### src/rtl/stream_strip_if.sv
// Handshake bundle for stream_strip: input stream, output stream, strip command
// and drop reporting. The block sits on the slave modport.
interface stream_strip_if #(
    parameter int DATA_WD      = 32,
    parameter int DATA_BYTE_WD = DATA_WD/8,
    parameter int CNT_WD       = 5
);
    logic                    valid_in;
    logic                    ready_in;
    logic [DATA_WD-1:0]      data_in;
    logic [DATA_BYTE_WD-1:0] keep_in;
    logic                    last_in;

    logic                    valid_out;
    logic                    ready_out;
    logic [DATA_WD-1:0]      data_out;
    logic [DATA_BYTE_WD-1:0] keep_out;
    logic                    last_out;

    logic                    valid_remove;
    logic                    ready_remove;
    logic [CNT_WD-1:0]       byte_remove_cnt;

    logic                    pkt_dropped;
    logic [15:0]             drop_cnt;

    modport slave (
        input  valid_in, data_in, keep_in, last_in, ready_out,
               valid_remove, byte_remove_cnt,
        output ready_in, valid_out, data_out, keep_out, last_out,
               ready_remove, pkt_dropped, drop_cnt
    );

    modport master (
        output valid_in, data_in, keep_in, last_in, ready_out,
               valid_remove, byte_remove_cnt,
        input  ready_in, valid_out, data_out, keep_out, last_out,
               ready_remove, pkt_dropped, drop_cnt
    );
endinterface

### src/rtl/stream_strip.sv
// Strips a per-packet number of leading bytes from a byte-keyed stream,
// realigning the remainder to beat boundaries with one beat of latency.
module stream_strip #(
    parameter int DATA_WD      = 32,
    parameter int DATA_BYTE_WD = DATA_WD/8,
    parameter int MAX_REMOVE   = 16,
    parameter int CNT_WD       = $clog2(MAX_REMOVE+1)
) (
    input logic           clk,
    input logic           rstn,
    stream_strip_if.slave s
);
    localparam int W    = DATA_BYTE_WD;
    localparam int R_WD = (W > 1) ? $clog2(W) : 1;

    typedef enum logic [1:0] {IDLE, SKIP, SHIFT, FLUSH} state_t;

    state_t              state;
    logic [CNT_WD-1:0]   rem;
    logic [R_WD-1:0]     r;
    logic [DATA_WD-1:0]  h_data;
    logic [W-1:0]        h_keep;
    logic                hvalid;
    logic [15:0]         drop_cnt_q;
    logic                pkt_dropped_q;

    logic [CNT_WD-1:0]   rem_cmd;
    logic [CNT_WD-1:0]   rem_next;
    logic [DATA_WD-1:0]  lo_data;
    logic [W-1:0]        lo_keep;
    logic [2*DATA_WD-1:0] cat;
    logic [2*W-1:0]      kcat;
    logic                tail_valid;
    logic                in_fire;
    logic                drop;

    assign rem_cmd  = (s.byte_remove_cnt > CNT_WD'(MAX_REMOVE)) ? CNT_WD'(MAX_REMOVE)
                                                                : s.byte_remove_cnt;
    assign rem_next = rem - CNT_WD'(W);

    // FLUSH drains the holding register against an all-zero next beat
    assign lo_data = (state == FLUSH) ? '0 : s.data_in;
    assign lo_keep = (state == FLUSH) ? '0 : s.keep_in;
    assign cat     = {h_data, lo_data};
    assign kcat    = {h_keep, lo_keep};

    assign s.data_out = DATA_WD'(cat >> (DATA_WD - 8*int'(r)));
    assign s.keep_out = W'(kcat >> (W - int'(r)));

    // keep is MSB-contiguous, so "more than r valid bytes" == byte r is valid
    always_comb begin
        tail_valid = 1'b0;
        for (int i = 0; i < W; i++)
            if (R_WD'(i) == r) tail_valid = s.keep_in[W-1-i];
    end

    assign s.ready_remove = (state == IDLE);
    assign s.ready_in     = (state == SKIP) || ((state == SHIFT) && (!hvalid || s.ready_out));
    assign s.valid_out    = ((state == SHIFT) && hvalid && s.valid_in) || (state == FLUSH);
    assign s.last_out     = ((state == SHIFT) && hvalid && s.last_in && !tail_valid) ||
                            (state == FLUSH);
    assign s.pkt_dropped  = pkt_dropped_q;
    assign s.drop_cnt     = drop_cnt_q;

    assign in_fire = s.valid_in && s.ready_in;
    assign drop    = in_fire && s.last_in &&
                     ((state == SKIP) || ((state == SHIFT) && !hvalid && !tail_valid));

    always_ff @(posedge clk or negedge rstn) begin
        if (!rstn) begin
            state         <= IDLE;
            rem           <= '0;
            r             <= '0;
            h_data        <= '0;
            h_keep        <= '0;
            hvalid        <= 1'b0;
            drop_cnt_q    <= '0;
            pkt_dropped_q <= 1'b0;
        end else begin
            pkt_dropped_q <= drop;
            if (drop && drop_cnt_q != 16'hFFFF) drop_cnt_q <= drop_cnt_q + 16'd1;
            case (state)
                IDLE: if (s.valid_remove) begin
                    rem    <= rem_cmd;
                    r      <= R_WD'(rem_cmd);
                    h_data <= '0;
                    h_keep <= '0;
                    hvalid <= 1'b0;
                    state  <= (int'(rem_cmd) >= W) ? SKIP : SHIFT;
                end
                SKIP: if (in_fire) begin
                    rem <= rem_next;
                    if (s.last_in) begin
                        state <= IDLE;
                    end else if (int'(rem) < 2*W) begin
                        state  <= SHIFT;
                        r      <= R_WD'(rem_next);
                        h_data <= '0;
                        h_keep <= '0;
                        hvalid <= 1'b0;
                    end
                end
                SHIFT: if (in_fire) begin
                    h_data <= s.data_in;
                    h_keep <= s.keep_in;
                    hvalid <= 1'b1;
                    if (s.last_in) state <= tail_valid ? FLUSH : IDLE;
                end
                FLUSH: if (s.ready_out) state <= IDLE;
                default: state <= IDLE;
            endcase
        end
    end
endmodule

### src/flat_wrapper.sv
// flat-port wrapper written by rule: the top's interface ports become plain ports
module stream_strip_flat 
#(
    parameter int DATA_WD      = 32,
    parameter int DATA_BYTE_WD = DATA_WD/8,
    parameter int MAX_REMOVE   = 16,
    parameter int CNT_WD       = $clog2(MAX_REMOVE+1)
)
  (clk, rstn, s_valid_in, s_data_in, s_keep_in, s_last_in, s_ready_out, s_valid_remove, s_byte_remove_cnt, s_ready_in, s_valid_out, s_data_out, s_keep_out, s_last_out, s_ready_remove, s_pkt_dropped, s_drop_cnt);
  stream_strip_if #(.DATA_WD(DATA_WD), .DATA_BYTE_WD(DATA_BYTE_WD), .CNT_WD(CNT_WD)) s_i ();
  input logic clk;
  input logic rstn;
  input wire logic [$bits(s_i.valid_in)-1:0] s_valid_in;
  input wire logic [$bits(s_i.data_in)-1:0] s_data_in;
  input wire logic [$bits(s_i.keep_in)-1:0] s_keep_in;
  input wire logic [$bits(s_i.last_in)-1:0] s_last_in;
  input wire logic [$bits(s_i.ready_out)-1:0] s_ready_out;
  input wire logic [$bits(s_i.valid_remove)-1:0] s_valid_remove;
  input wire logic [$bits(s_i.byte_remove_cnt)-1:0] s_byte_remove_cnt;
  output wire logic [$bits(s_i.ready_in)-1:0] s_ready_in;
  output wire logic [$bits(s_i.valid_out)-1:0] s_valid_out;
  output wire logic [$bits(s_i.data_out)-1:0] s_data_out;
  output wire logic [$bits(s_i.keep_out)-1:0] s_keep_out;
  output wire logic [$bits(s_i.last_out)-1:0] s_last_out;
  output wire logic [$bits(s_i.ready_remove)-1:0] s_ready_remove;
  output wire logic [$bits(s_i.pkt_dropped)-1:0] s_pkt_dropped;
  output wire logic [$bits(s_i.drop_cnt)-1:0] s_drop_cnt;
  assign s_i.valid_in = s_valid_in;
  assign s_i.data_in = s_data_in;
  assign s_i.keep_in = s_keep_in;
  assign s_i.last_in = s_last_in;
  assign s_i.ready_out = s_ready_out;
  assign s_i.valid_remove = s_valid_remove;
  assign s_i.byte_remove_cnt = s_byte_remove_cnt;
  assign s_ready_in = s_i.ready_in;
  assign s_valid_out = s_i.valid_out;
  assign s_data_out = s_i.data_out;
  assign s_keep_out = s_i.keep_out;
  assign s_last_out = s_i.last_out;
  assign s_ready_remove = s_i.ready_remove;
  assign s_pkt_dropped = s_i.pkt_dropped;
  assign s_drop_cnt = s_i.drop_cnt;
  stream_strip #(.DATA_WD(DATA_WD), .DATA_BYTE_WD(DATA_BYTE_WD), .MAX_REMOVE(MAX_REMOVE), .CNT_WD(CNT_WD)) u_core (.clk(clk), .rstn(rstn), .s(s_i));
endmodule
### config.mk
export PLATFORM = sky130hd
export DESIGN_NAME = stream_strip_flat
export DESIGN_NICKNAME = d
export VERILOG_FILES = /design/src/rtl/stream_strip_if.sv /design/src/rtl/stream_strip.sv /design/src/flat_wrapper.sv
export SDC_FILE = /design/constraint.sdc
export NUM_CORES = 1
export LEC_CHECK = 0
export BUFFER_PORTS_ARGS = -buffer_cell sky130_fd_sc_hd__buf_2
export CORE_MARGIN = 2
export CORE_UTILIZATION = 55
export DETAILED_ROUTE_END_ITERATION = 7
export MAX_ROUTING_LAYER = met4
export PLACE_DENSITY = 0.85
export SLEW_MARGIN = 20
export SYNTH_ARGS = -nofsm -noshare
export SYNTH_HDL_FRONTEND = slang
export SYNTH_SLANG_ARGS = --single-unit
### constraint.sdc
create_clock -name clk -period 4.1 [get_ports clk]
set_input_delay 0.205 -clock clk [delete_from_list [all_inputs] [get_ports clk]]
set_output_delay 0.205 -clock clk [all_outputs]
set_load 0.02 [all_outputs]
==> results of run 1 <==
==> power groups by stage <==
| stage | sequential (uW) | combinational (uW) | clock (uW) |
|---|---|---|---|
| after floorplan | 991 | 2290 | 0 |
| after global routing | 1090 | 3330 | 605 |
| after detailed placement | 1060 | 3030 | 0 |
| after global placement | 1040 | 2930 | 0 |
| after CTS | 1050 | 3040 | 572 |
| final | 1060 | 3050 | 565 |
==> cells in the mapped netlist (2+ instances only) <==
cell	instances	area [um^2]
nand2b_1	11	68.8
nor3_1	2	10.0
mux2_2	46	518
nor4_1	3	18.8
o22ai_1	13	81.3
nand3_1	9	45.0
xnor2_1	13	114
nand4_1	5	31.3
ha_1	6	75.1
a211oi_1	11	82.6
a221oi_1	7	61.3
o21ai_0	47	235
nor2b_1	15	93.8
a21oi_1	39	195
a22oi_1	18	135
o311ai_0	2	17.5
clkbuf_1	34	128
buf_1	2	7.51
dfrtp_1	63	1580
and4_1	2	17.5
buf_4	2	15.0
mux2i_1	13	130
nand2_1	86	323
inv_1	9	33.8
nor2_1	29	109
==> per-stage QoR <==
| step | instances | setup WS, ns | instance area, um^2 |
|---|---|---|---|
| after CTS | 699 | 1.16 | 5110 |
| after detailed placement | 683 | 1.37 | 4900 |
| after global routing | 700 | 0.896 | 5120 |
| after floorplan | 508 | 1.03 | 4340 |
| final | 700 | 1.14 | 5120 |
| after global placement | 683 | 1.47 | 4900 |
==> cell families (layout without fill, tap and decap cells) <==
group                    Yosys count  count (layout)  share of synthesized area, %
AND/OR/NAND/NOR                  171             171                          18.2
AO/OA/AOI/OAI                    148             148                          21.7
flip-flops                        63              63                          36.4
multiplexers                      59              59                          14.9
buffers and inverters             47             136                          4.24
XOR/XNOR                          14              14                          2.83
adder cells (fa/ha/maj)            6               6                          1.73
other                              0               1                             0
==> flip-flops by register name, indices dropped and copies added, names as in the netlist <==
register	flops
u_core.h_data	32
u_core.s.drop_cnt	16
u_core.rem	5
u_core.h_keep	4
u_core.r	2
u_core.state	2
u_core.hvalid	1
u_core.s.pkt_dropped	1
==> worst paths after layout <==
path / to / cells past startpoint
max reg2reg: u_core.s.drop_cnt[1]$_DFFE_PN0P_ / 7
min: u_core.h_data[23]$_DFFE_PN0P_ / 1
max in group asynchronous: u_core.r[0]$_DFFE_PN0P_ / 2
max: s_data_out[30] / 7
min in group clk: u_core.h_data[4]$_DFFE_PN0P_ / 3
min reg2reg: u_core.s.drop_cnt[8]$_DFFE_PN0P_ / 1
==> cell type report <==
class                   count  area share, %
well taps                 102           2.49
inverters                   9          0.660
repair buffers            111           11.2
flip-flops and latches     63           30.8
clock buffers              13           3.30
diodes                      1         0.0489
clock inverters             3          0.783
multi-input cells         398           50.6
==> metal layers <==
metal | part of all wire, % | GRT usage [%] | wire [um]
met1 | 43 | 35.6 | 4770
met3 | 7.1 | 4.23 | 786
met4 | 1.1 | 8.46 | 119
met5 | 0 | - | 0
met2 | 49 | 44.0 | 5450
==> key figures, run 1 <==
Clocking
  – Clock-pin slew on the worst setup and hold paths: 0.07 ns
  – CTS root buf: clkbuf_8
  – Clock latency on the worst-skew pair: 0.34 ns
  – Post-CTS Setup Inserts: 0
  – Clock Sinks: 63
  – Post-cts resize count: 0
  – Cts hold-fix bufs: 0
  – CTS tree: yes
  – H-tree depth: 3
  – CTS buffer count: 9
  – Maximum root-to-sink buffer count: 2

Worst setup path
  – Kind of cell adding the most delay to the critical path: simple AND/OR/NAND/NOR gates
  – CP Launch Type: flop
  – Worst Setup SP: u_core.r[1]$_DFFE_PN0P_
  – Reg2reg start: u_core.r[0]$_DFFE_PN0P_
  – Worst path slowest cell: nor2b_1
  – Crit-path max FO: 39
  – Reg2reg setup slack: 1.40 ns
  – Worst Path Required: 3.89 ns
  – CP Capture Type: primary output
  – WP data arrival: 2.76 ns
  – Worst Path Buf+Inv: 3
  – CP Cell Sequence: inv_1 > ha_1 > buf_4 > nor2b_1 > a21oi_1 > o21ai_0 > buf_2
  – Slowest stage delay, CP: 0.71 ns
  – Crit Path Class: reg -> out

Global routing
  – GRT Residual Overflow: 0
  – Vias in the first global route: 3865
  – Total track usage: 27.2%
  – First-pass GRT wire length: 18400 um
  – Initial antenna violation count: 1
  – Largest net degree at the start of global routing: 73

Finish
  – Commonest cells after routing, fill and taps aside: buf_2, nand2_1, dfrtp_1, o21ai_0, mux2_2
  – NumNets Final: 645
  – Core Util, Final: 66.6%
  – Layout cells sized above 1: 30.3%
  – Filler Cells Inserted: 643
  – Most common library cell in the layout ignoring fill and taps: buf_2
  – Area growth syn-to-layout: 18.0%
  – Footprint of the multi-input gates: 2590 um^2
  – Sequential cell area: 1580 um^2

Synthesis
  – Mapped cell area: 4340 um^2
  – Ys Warns: 0
  – Ys async rst share: 100%
  – Post-Syn Area per Cell: 8.53 um^2
  – Post-synth net total: 561
  – Synth Instances: 508
  – Sequential fraction of the synthesis area: 36.4%
  – Post-synth EDFFs: 0
  – Top_reg_cell synth: dfrtp_1
  – Count of different cell masters after synthesis: 46
  – Yosys reg bits: 63

Routing
  – Post-DRT Antenna Nets: 0
  – Post-DR vias/cell: 5.88
  – Per-cell routed wire length: 15.9 um
  – Total number of vias: 4113
  – Detailed Routing Iterations Pass 1: 6
  – Initial DRC Count: 284
  – DR DRC count: 0
  – Routed wire length: 11100 um

Floorplan
  – Cell row count: 32
  – CORE AREA: 7690 um^2
  – Die Area: 8610 um^2
  – Die Span X: 92.8 um
  – Die H: 92.8 um
  – I/O pins: 104
  – Initial core utilization: 56.4%

Pwr
  – Pint: 2280 uW
  – Sequential share of power: 22.6%
  – IR drop worst, VDD: 0.466 mV
  – Switching part of the total: 51.3%
  – Clock power frac: 12.1%
  – Total power: 4670 uW
  – Leakage: 0.00231 uW
  – Pwr per Cell Area: 914 nW/um^2
  – Sw power: 2400 uW
  – Comb power frac: 65.3%

STA
  – Final number of setup-violating endpoints: 0
  – Max-slew violation count: 0
  – Fin crit period: 2.96 ns
  – RSZ-0062 raised after global routing: no
  – Slew @ Worst Pin: 1.01 ns
  – Hold WS: 0.0140 ns
  – Final setup TNS: 0 ns
  – Max-slew headroom: 32.7%
  – Clk_skew: 0.00575 ns
  – Endpoints failing hold: 0
  – Max Clk Rate: 338 MHz
  – Fin crit share: 72.2%

Place
  – IO buf count: 103
  – HPWL after detailed placement: 7630 um
  – Routability cong.: 0.892

Hold path
  – Worst hold path class: in -> async

Run
  – Max_cap viols: 0

Run status
  – Status: finished clean
Power figures use the tool's default switching activity.
==> run 2, diff against run 1 <==
==> constraint.sdc (replaced) <==
create_clock -name clk -period 3.06 [get_ports clk]
set_input_delay 0.153 -clock clk [delete_from_list [all_inputs] [get_ports clk]]
set_output_delay 0.153 -clock clk [all_outputs]
set_load 0.02 [all_outputs]
==> run 2 against run 1 <==
  * Wire length decreased by 2.0%
  * Combinational power up 35%
  * First-iteration DRC count down 8.8%
  * Register-to-register slack got worse by 0.96 ns
  * Worst hold slack improved by 0.056 ns
  * Clock power rose by 33%
  * Die area is the same
  * Power rose by 34%
==> key figures, run 2 (synthesized netlist as in run 1, its figures left out) <==
Floorplan
  – Die H: 92.8 um (unchanged)
  – Die Area: 8610 um^2 (unchanged)
  – Initial core utilization: 56.4% (unchanged)
  – I/O pins: 104 (unchanged)
  – Cell row count: 32 (unchanged)
  – Die Span X: 92.8 um (unchanged)
  – CORE AREA: 7690 um^2 (unchanged)

Clocking
  – CTS buffer count: 9 (unchanged)
  – Clock-pin slew on the worst setup and hold paths: 0.07 ns (about the same)
  – Clock latency on the worst-skew pair: 0.33 ns (about the same)
  – CTS root buf: clkbuf_8
  – CTS tree: yes
  – H-tree depth: 3 (unchanged)
  – Post-cts resize count: 0 (unchanged)
  – Clock Sinks: 63 (unchanged)
  – Maximum root-to-sink buffer count: 2 (unchanged)

Place
  – Dpl cell area: 4930 um^2 (+0.46%)
  – IO buf count: 103 (unchanged)
  – HPWL after detailed placement: 7550 um (-1.1%)
  – Routability cong.: 0.887 (-0.53%)

STA
  – RSZ-0062 raised after global routing: no
  – Slew @ Worst Pin: 0.968 ns (-0.0420 ns)
  – Max-slew headroom: 35.5% (+2.8 points)
  – Max-slew violation count: 0 (unchanged)
  – Final number of setup-violating endpoints: 0 (unchanged)
  – Clk_skew: 0.00804 ns (+0.00229 ns)
  – Endpoints failing hold: 0 (unchanged)
  – Fin crit period: 2.76 ns
  – Max Clk Rate: 362 MHz
  – Fin crit share: 90.3%
  – Final setup TNS: 0 ns (unchanged)

Global routing
  – First-pass GRT wire length: 17900 um (-2.7%)
  – Total track usage: 26.5% (-0.73 points)
  – GRT Residual Overflow: 0 (unchanged)
  – Vias in the first global route: 3783 (-2.1%)
  – Largest net degree at the start of global routing: 55 (-25%)
  – Initial antenna violation count: 0 (-1)

Worst setup path
  – CP Capture Type: primary output
  – Reg2reg setup slack: 0.44 ns (-0.96 ns)
  – Worst path most repeated cell: a21oi_1
  – Crit Path Class: reg -> out
  – WP data arrival: 2.61 ns (-0.15 ns)
  – Reg2reg start: u_core.r[0]$_DFFE_PN0P_
  – R2R Path End: u_core.s.drop_cnt[1]$_DFFE_PN0P_
  – Worst Path Required: 2.91 ns (-0.98 ns)
  – Slowest stage delay, CP: 0.85 ns (+0.14 ns)
  – CP Launch Type: flop
  – Crit-path max FO: 17 (-56%)
  – CP Cell Sequence: a21oi_1 > a22oi_1 > nor2_1 > a21oi_1 > o21ai_0 > buf_2
  – R2R cell count: 7 (unchanged)
  – Worst path slowest cell: a21oi_1

Finish
  – NumNets Final: 649 (+0.62%)
  – Commonest cells after routing, fill and taps aside: buf_2, nand2_1, dfrtp_1, o21ai_0, mux2_2
  – Number of flip-flops in the largest register: 32 (unchanged)
  – Most common library cell in the layout ignoring fill and taps: buf_2
  – Filler Cells Inserted: 631 (-1.9%)
  – Final instance area: 5150 um^2 (+0.59%)
  – Sequential cell area: 1580 um^2 (unchanged)
  – Antenna Cells: 0 (-1)
  – Most flops, register: u_core.h_data
  – Layout cells sized above 1: 30.6% (+0.30 points)
  – Footprint of the multi-input gates: 2590 um^2 (unchanged)
  – Area growth syn-to-layout: 18.7%

Routing
  – Initial DRC Count: 259 (-8.8%)
  – Post-DR vias/cell: 5.83 (-0.86%)
  – Total number of vias: 4095 (-0.44%)
  – Detailed Routing Iterations Pass 1: 5 (-1)
  – DR DRC count: 0 (unchanged)
  – Post-DRT Antenna Nets: 0 (unchanged)
  – Per-cell routed wire length: 15.5 um (-2.4%)
  – Routed wire length: 10900 um (-2.0%)

Pwr
  – IR drop worst, VDD: 0.857 mV (+84%)
  – Pwr per Cell Area: 1220 nW/um^2 (+33%)
  – Leakage: 0.00233 uW (+0.81%)

Hold path
  – Worst hold endpoint: u_core.h_data[7]$_DFFE_PN0P_
  – Worst hold path class: in -> reg
  – Hold depth: 3
  – Worst hold start: s_data_in[7]

Run
  – Max_cap viols: 0 (unchanged)

Run status
  – Status: finished clean
## run 2: cell types whose count changed in the layout (fill, tap and decap cells not counted)
cell	before	now
dlygate4sd3_1	0	1
buf_4	8	11
diode_2	1	0
## run 2: timing repair
| item | 4_1_cts | 5_1_grt |
|---|---|---|
| endpoints found under the hold margin | 23 | 0 |
| buffers inserted | 0 | 0 |
| hold buffers | 1 | 0 |
## run 2: worst max path at each step
stage / slack (ns) / cells past startpoint / startpoint / endpoint
6_report: 0.30 / 6 / u_core.state[0]$_DFFE_PN0P_ / s_data_out[30]
5_1_grt: 0.12 / 8 / u_core.r[1]$_DFFE_PN0P_ / s_data_out[30]
4_1_cts: 0.30 / 6 / u_core.state[0]$_DFFE_PN0P_ / s_data_out[30]
3_5_place_dp: 0.43 / 7 / u_core.r[0]$_DFFE_PN0P_ / u_core.s.drop_cnt[1]$_DFFE_PN0P_
3_3_place_gp: 0.50 / 7 / u_core.r[0]$_DFFE_PN0P_ / u_core.s.drop_cnt[1]$_DFFE_PN0P_
2_1_floorplan: 0.12 / 10 / u_core.r[0]$_DFFE_PN0P_ / u_core.s.drop_cnt[1]$_DFFE_PN0P_
## run 2: per-stage QoR
step	setup WS (ns)	utilization (%)	cells	power [uW]	hold slack (ns)
after floorplan	0.116	-	508	4390	-0.143
after global placement	0.497	64.1	686	5350	0.169
after detailed placement	0.434	64.1	686	5480	0.183
after CTS	0.297	66.9	703	6250	0.0612
after global routing	0.117	66.9	703	6740	0.0661
final	0.295	66.9	703	6260	0.0705
## run 2: layer usage
layer / global-route usage [%] / vias up / share of wire [%]
li1: - / 1996 / -
met3: 3.58 / 11 / 6.0
met1: 34.5 / 1943 / 44
met4: 9.07 / 0 / 0.96
met5: - / - / 0
met2: 42.9 / 145 / 49
## run 2: worst max-delay path, delay by kind of cell, from the launching register on
kind,cells,cell delay (ns)
simple gates,1,0.19
buf+inv,1,0.21
compound gates,4,1.31
flops,1,0.57
## run 2: layout make-up
cell class | count | share of cell area (%)
clock inverters | 3 | 0.778
repair buffers | 115 | 11.8
flip-flops and latches | 63 | 30.7
well taps | 102 | 2.48
inverters | 9 | 0.656
multi-input cells | 398 | 50.3
clock buffers | 13 | 3.28
## run 2: power breakdown
group	leakage [uW]	internal [uW]	total [uW]	switching [uW]
Sequential	0.000842	1120	1410	283
Combinational	0.00138	1500	4110	2600
Clock	0.000109	441	750	309
Total	0.00233	3070	6260	3190
